==> src/rtl/bcd_to_binary_converter.sv <==
// ---------------------------------------------------------------------------
// bcd_to_binary_converter
//
// Sequential BCD-to-binary converter (reverse double-dabble). Takes a sign
// flag and three BCD digits, shifts them through a 24-bit work register for
// 12 cycles and returns a saturated 10-bit two's-complement result.
//
// Ports:
//   clock              system clock, rising edge
//   reset_n            asynchronous active-low reset
//   start              conversion request, sampled only while idle
//   sign_input         1 = negative value
//   bcd_input_12b      [11:8] hundreds, [7:4] tens, [3:0] ones
//   binary_output_10b  registered result, held until next completion
//   busy               high while a conversion is running
//   done               one-cycle pulse when the result is valid
//   digit_error        a captured digit was > 9 (result forced to 0)
//   overflow           magnitude out of range, result saturated
// ---------------------------------------------------------------------------
module bcd_to_binary_converter (
    input  logic        clock,
    input  logic        reset_n,
    input  logic        start,
    input  logic        sign_input,
    input  logic [11:0] bcd_input_12b,
    output logic [9:0]  binary_output_10b,
    output logic        busy,
    output logic        done,
    output logic        digit_error,
    output logic        overflow
);

    typedef enum logic [1:0] {
        ST_IDLE   = 2'd0,
        ST_SHIFT  = 2'd1,
        ST_FINISH = 2'd2
    } state_t;

    // Counter value during the 12th shift.
    localparam logic [3:0]  LAST_SHIFT = 4'd11;
    localparam logic [11:0] POS_MAX    = 12'd511;
    localparam logic [11:0] NEG_MAX    = 12'd512;

    state_t       state_q, state_d;
    logic [3:0]   cnt_q, cnt_d;
    logic [23:0]  work_q, work_d;
    logic         neg_q, neg_d;
    logic         bad_q, bad_d;
    logic [9:0]   result_q, result_d;
    logic         done_q, done_d;
    logic         derr_q, derr_d;
    logic         ovf_q, ovf_d;

    logic [23:0]  work_shr;
    logic [23:0]  work_adj;
    logic [11:0]  mag;
    logic [9:0]   mag_neg;
    logic         in_bad;

    // Undo the "+3" of forward double-dabble: a nibble that picked up 8 from
    // the digit above it after the shift must lose 3 to stay valid BCD.
    function automatic logic [3:0] adj3(input logic [3:0] nib);
        return (nib >= 4'd8) ? (nib - 4'd3) : nib;
    endfunction

    function automatic logic gt9(input logic [3:0] nib);
        return nib > 4'd9;
    endfunction

    assign work_shr = work_q >> 1;
    assign work_adj = {adj3(work_shr[23:20]), adj3(work_shr[19:16]),
                       adj3(work_shr[15:12]), work_shr[11:0]};

    assign in_bad = gt9(bcd_input_12b[11:8]) | gt9(bcd_input_12b[7:4]) |
                    gt9(bcd_input_12b[3:0]);

    // After 12 shifts the binary magnitude sits in the low 12 bits. Negation
    // is only used when M <= 512, so the low 10 bits are sufficient.
    assign mag     = work_q[11:0];
    assign mag_neg = ~mag[9:0] + 10'd1;

    always_comb begin
        state_d  = state_q;
        cnt_d    = cnt_q;
        work_d   = work_q;
        neg_d    = neg_q;
        bad_d    = bad_q;
        result_d = result_q;
        derr_d   = derr_q;
        ovf_d    = ovf_q;
        done_d   = 1'b0;

        case (state_q)
            ST_IDLE: begin
                if (start) begin
                    work_d  = {bcd_input_12b, 12'd0};
                    neg_d   = sign_input;
                    bad_d   = in_bad;
                    cnt_d   = 4'd0;
                    state_d = ST_SHIFT;
                end
            end

            ST_SHIFT: begin
                work_d = work_adj;
                cnt_d  = cnt_q + 4'd1;
                if (cnt_q == LAST_SHIFT) begin
                    state_d = ST_FINISH;
                end
            end

            ST_FINISH: begin
                done_d  = 1'b1;
                state_d = ST_IDLE;
                if (bad_q) begin
                    result_d = 10'h000;
                    derr_d   = 1'b1;
                    ovf_d    = 1'b0;
                end else if (!neg_q && (mag > POS_MAX)) begin
                    result_d = 10'h1FF;
                    derr_d   = 1'b0;
                    ovf_d    = 1'b1;
                end else if (neg_q && (mag > NEG_MAX)) begin
                    result_d = 10'h200;
                    derr_d   = 1'b0;
                    ovf_d    = 1'b1;
                end else begin
                    // Negative zero naturally yields 0 here.
                    result_d = neg_q ? mag_neg : mag[9:0];
                    derr_d   = 1'b0;
                    ovf_d    = 1'b0;
                end
            end

            default: begin
                state_d = ST_IDLE;
            end
        endcase
    end

    always_ff @(posedge clock or negedge reset_n) begin
        if (!reset_n) begin
            state_q  <= ST_IDLE;
            cnt_q    <= 4'd0;
            work_q   <= 24'd0;
            neg_q    <= 1'b0;
            bad_q    <= 1'b0;
            result_q <= 10'd0;
            done_q   <= 1'b0;
            derr_q   <= 1'b0;
            ovf_q    <= 1'b0;
        end else begin
            state_q  <= state_d;
            cnt_q    <= cnt_d;
            work_q   <= work_d;
            neg_q    <= neg_d;
            bad_q    <= bad_d;
            result_q <= result_d;
            done_q   <= done_d;
            derr_q   <= derr_d;
            ovf_q    <= ovf_d;
        end
    end

    assign binary_output_10b = result_q;
    assign busy              = (state_q != ST_IDLE);
    assign done              = done_q;
    assign digit_error       = derr_q;
    assign overflow          = ovf_q;

endmodule
==> config.mk <==
export PLATFORM = sky130hd
export DESIGN_NAME = bcd_to_binary_converter
export DESIGN_NICKNAME = d
export VERILOG_FILES = /design/src/rtl/bcd_to_binary_converter.sv
export SDC_FILE = /design/constraint.sdc
export NUM_CORES = 1
export LEC_CHECK = 0
export ABC_AREA = 0
export CAP_MARGIN = 40
export CORE_ASPECT_RATIO = 1.25
export CORE_MARGIN = 3
export CORE_UTILIZATION = 40
export DETAILED_ROUTE_END_ITERATION = 6
export PLACE_DENSITY = 0.64
export SLEW_MARGIN = 0
export SYNTH_ARGS = -nofsm -noshare
export SYNTH_HDL_FRONTEND = slang
export SYNTH_SLANG_ARGS = --single-unit
==> constraint.sdc <==
create_clock -name clock -period 2.85 [get_ports clock]
set_clock_uncertainty 0.15 [all_clocks]
set_input_delay 0.285 -clock clock [delete_from_list [all_inputs] [get_ports clock]]
set_output_delay 0.285 -clock clock [all_outputs]
set_load 0.03 [all_outputs]
# == Word level (Yosys, flattened, before mapping) ==
# Index checks and enable logic that the tools add are counted.
# totals
regBits,45
latchBits,0
ram_bits,0
mem_bits_ro,0
out_inout_bits,14
wordCells,58
n_memories,0
# classes
addsub,5
mul,0
n_div,0
magnitude_cmp,8
eq_ne,5
shifts,0
n_mux,19
bitwise,3
n_reduce_logical,9
# op_table
cell,n
$pmux 24 s2,1
$mux 10,4
$mux 24,1
$mux 4,4
$gt 12x10->1 const B,1
$gt 12x9->1 const B,1
$gt 4x4->1 const B,3
$add 10x1->10 const B,1
$not 10->10,1
$ge 4x4->1 const B,2
$pmux 4 s2,1
$sub 4x2->4 const B,2
$reduce_and 2->1,3
$mux 1,5
$add 4x1->4 const B,1
$eq 4x4->1 const B,1
$ge 3x4->1 const B,1
$mux 2,2
$ne 2x2->1 const B,2
$pmux 2 s2,1
$reduce_bool 2->1,2
$sub 3x2->4 const B,1
$eq 2x1->1 const B,1
$eq 2x2->1 const B,1
other kinds (4),6

# == Longest topological paths before layout ==
# Gate-level depths: netlist of the first run.
# logic_depth
word_depth,6
ltp_mapped,6

# == Worst setup path after synthesis of the first run ==
# OpenSTA, ideal clock, no wires.
# synth_timing
kind,reg2reg
from,reg work_q[2]
to,"reg result_q[7], in the netlist binary_output_10b[7]"
arrival_time_ns,1.478
setup_slack_ns,1.101
stages_incl_launch_ff,6
n_path_buf,1
synth_period_minus_slack_ns,1.749
cell_sequence,dfrtp_1 -> buf_6 -> or4_4 -> nor3_1 -> o21bai_1 -> a32o_1
# synth_via
elab_chain_cells,6
# synth_rtl
item,line,text
"start, declared",46,"logic [23:0] work_q, work_d;"
"start signal, assigned",155,work_q <= work_d;
$not 10->10,80,assign mag_neg = ~mag[9:0] + 10'd1;
$add 10x1->10,80,
$mux 10,129,result_d = neg_q ? mag_neg : mag[9:0];
$mux 10,123,end else if (neg_q && (mag > NEG_MAX)) begin
$mux 10 (*),119,end else if (!neg_q && (mag > POS_MAX)) begin
$mux 10 (*),115,if (bad_q) begin
"end signal, assigned",158,result_q <= result_d;
"end, declared",49,"logic [9:0] result_q, result_d;"
# Mark *: on every way between the ends. The rest lies on a longest branch, timed or not.
# A chain may end at the register's enable or synchronous reset.

# == Worst setup path after layout of the first run ==
# layout_timing
from,reg work_q[1]
to,"reg result_q[7], in the netlist binary_output_10b[7]"
# The elaborated chain is that of the path after synthesis.

==> results of run 1 <==
[final timing paths]
kind,start,endpoint,cells past startpoint
max in group asynchronous,reset_n,work_q[2],3
worst min register to register,binary_output_10b[1],binary_output_10b[1],2
worst min-delay path,reset_n,binary_output_10b[5],2
min in group clock,binary_output_10b[1],binary_output_10b[1],2
worst max-delay path,work_q[1],binary_output_10b[7],6
worst max register to register,work_q[1],binary_output_10b[7],6
[layer usage]
layer	track usage, %	vias to the layer above
met5	0	-
met4	4.98	0
met3	3.12	5
met2	24.9	56
met1	19.1	880
li1	-	908
[placed cells by master (no fill, tap or decap), types with 2 or more instances in the layout]
master	synthesis	layout
clkdlybuf4s50_1	0	28
a22oi_1	5	5
a22o_1	2	2
o22ai_1	2	2
nand2_1	53	53
buf_4	1	2
o211ai_1	2	2
nor4_1	2	2
nand4_1	3	3
a21oi_1	6	6
nand2b_1	3	3
o211a_1	2	2
clkbuf_1	9	2
xnor2_1	7	7
nor2_1	6	6
inv_1	9	9
o21ai_0	26	26
clkbuf_8	0	5
nor3b_2	2	2
nand3_1	5	5
o21ai_1	2	2
a32oi_1	2	2
o31ai_1	2	2
or3_1	2	2
nor3_1	4	4
ha_1	6	6
a221o_1	3	3
nor2b_1	3	3
dfrtp_1	45	45
a31oi_1	6	6
[cell type report]
cell class | instances | share of cell area, %
Multi-Input combinational cell | 174 | 38.9
Clock inverter | 1 | 0.277
Clock buffer | 7 | 2.82
Sequential cell | 45 | 41.6
Tap cell | 64 | 2.96
Inverter | 9 | 1.25
Timing Repair Buffer | 33 | 12.2
[where the power goes]
part           switching (mW)  internal, mW  total [mW]  leakage [nW]
Combinational           0.769         0.608        1.38         0.550
Sequential              0.325         0.904        1.23         0.570
Clock                   0.201         0.173       0.375        0.0385
Total                    1.30          1.69        2.98          1.16
[worst max-delay path, cell delays in order (launching register included)]
cell and delay (ns):
dfrtp_1 0.41, inv_1 0.12, ha_1 0.16, nor3b_2 0.42, a311oi_1 0.16, nor3_1 0.33, a32o_1 0.22
[synth_stat cells (3+ instances only)]
library cell,instances
a21oi_1,6
a221o_1,3
a22oi_1,5
a31oi_1,6
clkbuf_1,9
dfrtp_1,45
ha_1,6
inv_1,9
nand2_1,53
nand2b_1,3
nand3_1,5
nand4_1,3
nor2_1,6
nor2b_1,3
nor3_1,4
o21ai_0,26
xnor2_1,7
[flip-flops by register name, summed over array words and instances (netlist names)]
| register | count |
|---|---|
| bad_q | 1 |
| done | 1 |
| neg_q | 1 |
| binary_output_10b | 10 |
| digit_error | 1 |
| work_q | 24 |
| cnt_q | 4 |
| overflow | 1 |
| state_q | 2 |
[logic make-up (layout without fill, tap and decap cells)]
| group | Yosys count | count (layout) |
|---|---|---|
| AND/OR/NAND/NOR | 89 | 89 |
| AO/OA/AOI/OAI | 71 | 71 |
| flip-flops | 45 | 45 |
| buffers and inverters | 22 | 50 |
| XOR/XNOR | 8 | 8 |
| adder cells (fa/ha/maj) | 6 | 6 |
[stage by stage]
stage / instance area, µm² / setup WS (ns) / utilization [%] / hold WS [ns] / power, mW
2_1_floorplan: 2290 / 1.10 / - / -0.161 / 2.21
3_3_place_gp: 2590 / 0.862 / 47.3 / 0.315 / 2.58
3_5_place_dp: 2610 / 0.864 / 47.7 / 0.0527 / 2.62
4_1_cts: 2710 / 0.839 / 49.4 / 0.272 / 3.00
5_1_grt: 2710 / 0.654 / 49.4 / 0.285 / 3.22
6_report: 2710 / 0.820 / 49.4 / 0.267 / 2.98
==> results by group, run 1 <==
Global route
  • Wire length of the first global-routing pass: 7910 µm
  • Pin count of the biggest net entering global routing: 33
  • Initial antenna violation count: 0
  • GRT Total Usage: 15.0%
  • Vias in the first global route: 1690
  • GRT overflow: 0

Synth
  • Top_reg_cell synth: dfrtp_1
  • Yosys reg bits: 45
  • EDFF count, synth: 0
  • Synth Cell Area: 0.00229 mm²
  • Xor and xnor fraction of the mapped netlist area: 3.06%
  • Mux share of post-synthesis cell area: 0%
  • Ys async rst share: 100%
  • Simple-gate area share of the yosys netlist: 19.2%
  • Post-Syn Nets: 263
  • Avg Cell Area, Syn: 9.49 µm²
  • Synthesized netlist cell count: 241
  • Largest family of logic cells by synthesized area: compound AO/OA/AOI/OAI gates
  • Sequential-to-total area share from yosys stat: 49.2%
  • Post-Synth Adder-Cell Area: 3.28%
  • Post-synth cell types: 48
  • Compound-Gate Fraction of Synth Area: 20.5%
  • Yosys warns: 0
  • Top-area cell type share of the netlist area: 49.2%
  • Synth area leaders: dfrtp_1 49%, nand2_1 8.7%, o21ai_0 5.7%, ha_1 3.3%, xnor2_1 2.7%
  • Cell taking the most area after synthesis: dfrtp_1

Clocking
  • # clock sinks: 45
  • Number of CTS-inserted buffers: 5
  • CTS root buffer: clkbuf_8
  • Post-CTS Hold Fix Bufs: 1
  • Clk_lat worst skew: 0.29 ns
  • Max clock buf depth: 2
  • Cts repair resizes: 0
  • CTS tree: yes
  • Clock transition at the registers of the reported paths: 0.08 ns
  • Setup repair bufs after CTS: 0
  • H-tree level count: 2

Pwr
  • Leakage: 1.16 nW
  • P per Cell Area: 1100 mW/mm²
  • Peak VDD IR: 403 µV

Finish
  • Multi-input gate area: 0.00105 mm²
  • Layout area overhead: 18.4%
  • Layout cells sized above 1: 6.32%
  • # diodes: 0
  • Final nets: 290
  • Non-Filler Instances: 333
  • Reg area: 0.00113 mm²
  • # fillers: 520

Die
  • Initial Util: 41.7%
  • Top Ports: 30
  • Die width: 73.6 µm
  • Die area: 0.00667 mm²
  • Die Ht: 90.5 µm
  • Core Rows: 30
  • Core area: 0.00548 mm²

Drt
  • Met3 routed WL: 241 µm
  • M1 WL: 2090 µm
  • Wire length on met2: 2360 µm
  • Post-DRT Antenna Nets: 0
  • Routed length per instance: 14.2 µm
  • WL final: 4740 µm
  • DR vias: 1849
  • Initial DRC Count: 110
  • Top routing layer used: met4
  • Drt pass-1 iters: 4
  • # DRC: 0
  • Routed vias/inst: 5.55

Job
  • Max-cap violation count: 0

Placement
  • Port Buffers: 29
  • # placed instances: 324
  • GP Congestion: 0.819
  • Final HPWL DP: 3380 µm

Timing
  • RSZ-0062 raised after global routing: no
  • Count of final hold-check violations: 0
  • Setup TNS: 0 ns
  • Slew @ Worst Pin: 0.858 ns
  • Fin. max-slew vios: 0
  • Final period utilization: 71.2%
  • Final setup vio count: 0
  • Slew Limit Headroom: 42.8%
  • Fmax: 493 MHz
  • Crit path time final: 2.03 ns

Critical path
  • Worst setup SP type: flop
  • Worst Setup Path Type: flop to flop
  • WP data arrival: 2.11 ns
  • R2R Setup Slk: 0.82 ns
  • Worst path required time: 2.93 ns
  • Critical Path End Type: flop
  • Critical path peak fanout: 8

Status
  • Status: completed

Hold path
  • Worst hold path class: input port to async pin
Power figures use the tool's default switching activity.
==> inputs of run 2 (changes only) <==
clock period = 2 ns   (was 2.85 ns; I/O delays follow)
==> run 2 against run 1 <==
  * Design area grew 4.0%
  * Hold slack lost 0.012 ns
  * Die area is the same
  * Non-clock buffer count grew 9
  * Sequential power grew 39%
  * Sequential share of layout area shrank 1.6 points
  * Register-to-register slack lost 0.69 ns
  * Cell count grew 2.7%
  * Clock-buffer cell count is the same
  * Global-route usage grew 0.58 points
  * Highest routed layer unchanged
==> results by group, run 2 (same netlist as run 1, synthesis figures left out) <==
Drt
  • WL final: 4880 µm
  • Drt pass-1 iters: 4
  • Wire length on met2: 2400 µm
  • M1 WL: 2200 µm
  • # DRC: 0
  • Routed length per instance: 14.3 µm
  • Post-DRT Antenna Nets: 0
  • Top routing layer used: met4
  • Routed vias/inst: 5.59
  • Initial DRC Count: 151
  • DR vias: 1911
  • Met3 routed WL: 219 µm

Pwr
  • Leakage: 1.22 nW
  • Clock power share: 13.8%
  • P per Cell Area: 1590 mW/mm²
  • Peak VDD IR: 803 µV
  • Int Pwr: 2.58 mW
  • Seq pwr share: 38.2%
  • Switch share: 42.4%
  • Comb pwr share: 48.0%
  • P_sw: 1.90 mW

Critical path
  • Worst path required time: 1.65 ns
  • Critical path peak fanout: 5
  • Worst Setup Path Type: flop to primary output
  • Cells along the critical path: nor2_1 -> inv_1 -> clkdlybuf4s50_1
  • R2R Setup Slk: 0.13 ns
  • Critical path's slowest cell: clkdlybuf4s50_1
  • WP data arrival: 1.53 ns
  • Critical Path End Type: primary output
  • Worst setup SP type: flop
  • Delay of the slowest critical-path stage: 0.66 ns

Clocking
  • H-tree level count: 2
  • CTS root buffer: clkbuf_8
  • Clk_lat worst skew: 0.29 ns
  • Max clock buf depth: 2
  • Clock transition at the registers of the reported paths: 0.09 ns
  • Setup repair bufs after CTS: 0
  • Number of CTS-inserted buffers: 5
  • CTS tree: yes
  • # clock sinks: 45

Timing
  • Fmax: 532 MHz
  • Slew @ Worst Pin: 0.594 ns
  • RSZ-0062 raised after global routing: no
  • Final setup vio count: 0
  • Crit path time final: 1.88 ns
  • Count of final hold-check violations: 0
  • Final period utilization: 94.1%
  • Slew Limit Headroom: 60.3%
  • Setup TNS: 0 ns
  • Fin. max-slew vios: 0

Global route
  • Wire length of the first global-routing pass: 8350 µm
  • Initial antenna violation count: 0
  • Pin count of the biggest net entering global routing: 28
  • GRT Total Usage: 15.6%
  • GRT overflow: 0
  • Vias in the first global route: 1825

Finish
  • Register with the most flip-flops: work_q
  • Layout area overhead: 23.1%
  • Final nets: 299
  • Non-Filler Instances: 342
  • Most frequent cells in the layout: 53 x nand2_1, 45 x dfrtp_1, 28 x clkdlybuf4s50_1, 26 x o21ai_0, 10 x buf_4
  • # diodes: 0
  • # fillers: 535
  • Max reg flops: 24
  • Layout cells sized above 1: 10.4%
  • Most common cell after layout, fill and taps aside: nand2_1
  • Multi-input gate area: 0.00106 mm²
  • Reg area: 0.00113 mm²
  • Post-route cell area: 0.00282 mm²

Die
  • Top Ports: 30
  • Initial Util: 41.7%
  • Die area: 0.00667 mm²
  • Core area: 0.00548 mm²
  • Core Rows: 30
  • Die width: 73.6 µm
  • Die Ht: 90.5 µm

Placement
  • Port Buffers: 29
  • # placed instances: 333
  • Final HPWL DP: 3540 µm
  • GP Congestion: 0.862
  • Placed inst area: 0.00269 mm²

Job
  • Max-cap violation count: 0

Hold path
  • Worst hold path class: input port to async pin

Status
  • Status: completed
run 2: final timing paths:
| path | startpoint | end | cells past startpoint |
|---|---|---|---|
| hold reg to reg | digit_error | digit_error | 2 |
| setup / recovery | state_q[1] | busy | 3 |
| hold / removal | reset_n | binary_output_10b[4] | 2 |
| min in group clock | digit_error | digit_error | 2 |
| setup reg to reg | work_q[1] | binary_output_10b[9] | 6 |
| max in group asynchronous | reset_n | work_q[2] | 3 |
run 2: worst max-delay path: cells and delay by family (launching register included):
kind	cells	cell delay (ns)
AND/OR/NAND/NOR	1	0.08
flip-flops	1	0.44
buffers and inverters	2	0.72
run 2: area by class of cell:
class                   instances  share of cell area, %
well taps                      64                   2.84
multi-input cells             174                   37.8
inverters                       9                   1.20
flip-flops and latches         45                   40.0
clock inverters                 1                  0.178
repair buffers                 42                   14.6
clock buffers                   7                   3.42
run 2: stage by stage:
step / power, mW / hold slack [ns] / utilization [%] / setup WS (ns)
global route: 4.85 / 0.306 / 51.4 / 0.0267
detailed placement: 3.86 / 0.0686 / 49.2 / 0.0636
CTS: 4.49 / 0.285 / 51.2 / 0.0435
finish: 4.47 / 0.255 / 51.4 / 0.119
global placement: 3.83 / 0.0672 / 49.2 / 0.125
floorplan: 3.15 / -0.246 / - / 0.251
run 2: what timing repair did:
action,4_1_cts,5_1_grt
hold buffers,1,0
endpoints found under the hold margin,22,0
resized for setup,0,2
setup endpoints to repair,0,6
run 2: layer usage:
| metal | track usage (%) | up-vias |
|---|---|---|
| met5 | 0 | - |
| met2 | 25.5 | 48 |
| met3 | 3.56 | 6 |
| met1 | 20.2 | 931 |
| li1 | - | 926 |
| met4 | 4.53 | 0 |
run 2: power by group through the flow:
stage	logic [mW]	clock network (mW)	registers [mW]
CTS	2.15	0.636	1.71
global placement	2.11	0	1.72
detailed placement	2.14	0	1.72
floorplan	1.35	0	1.80
global route	2.40	0.673	1.77
finish	2.15	0.616	1.71
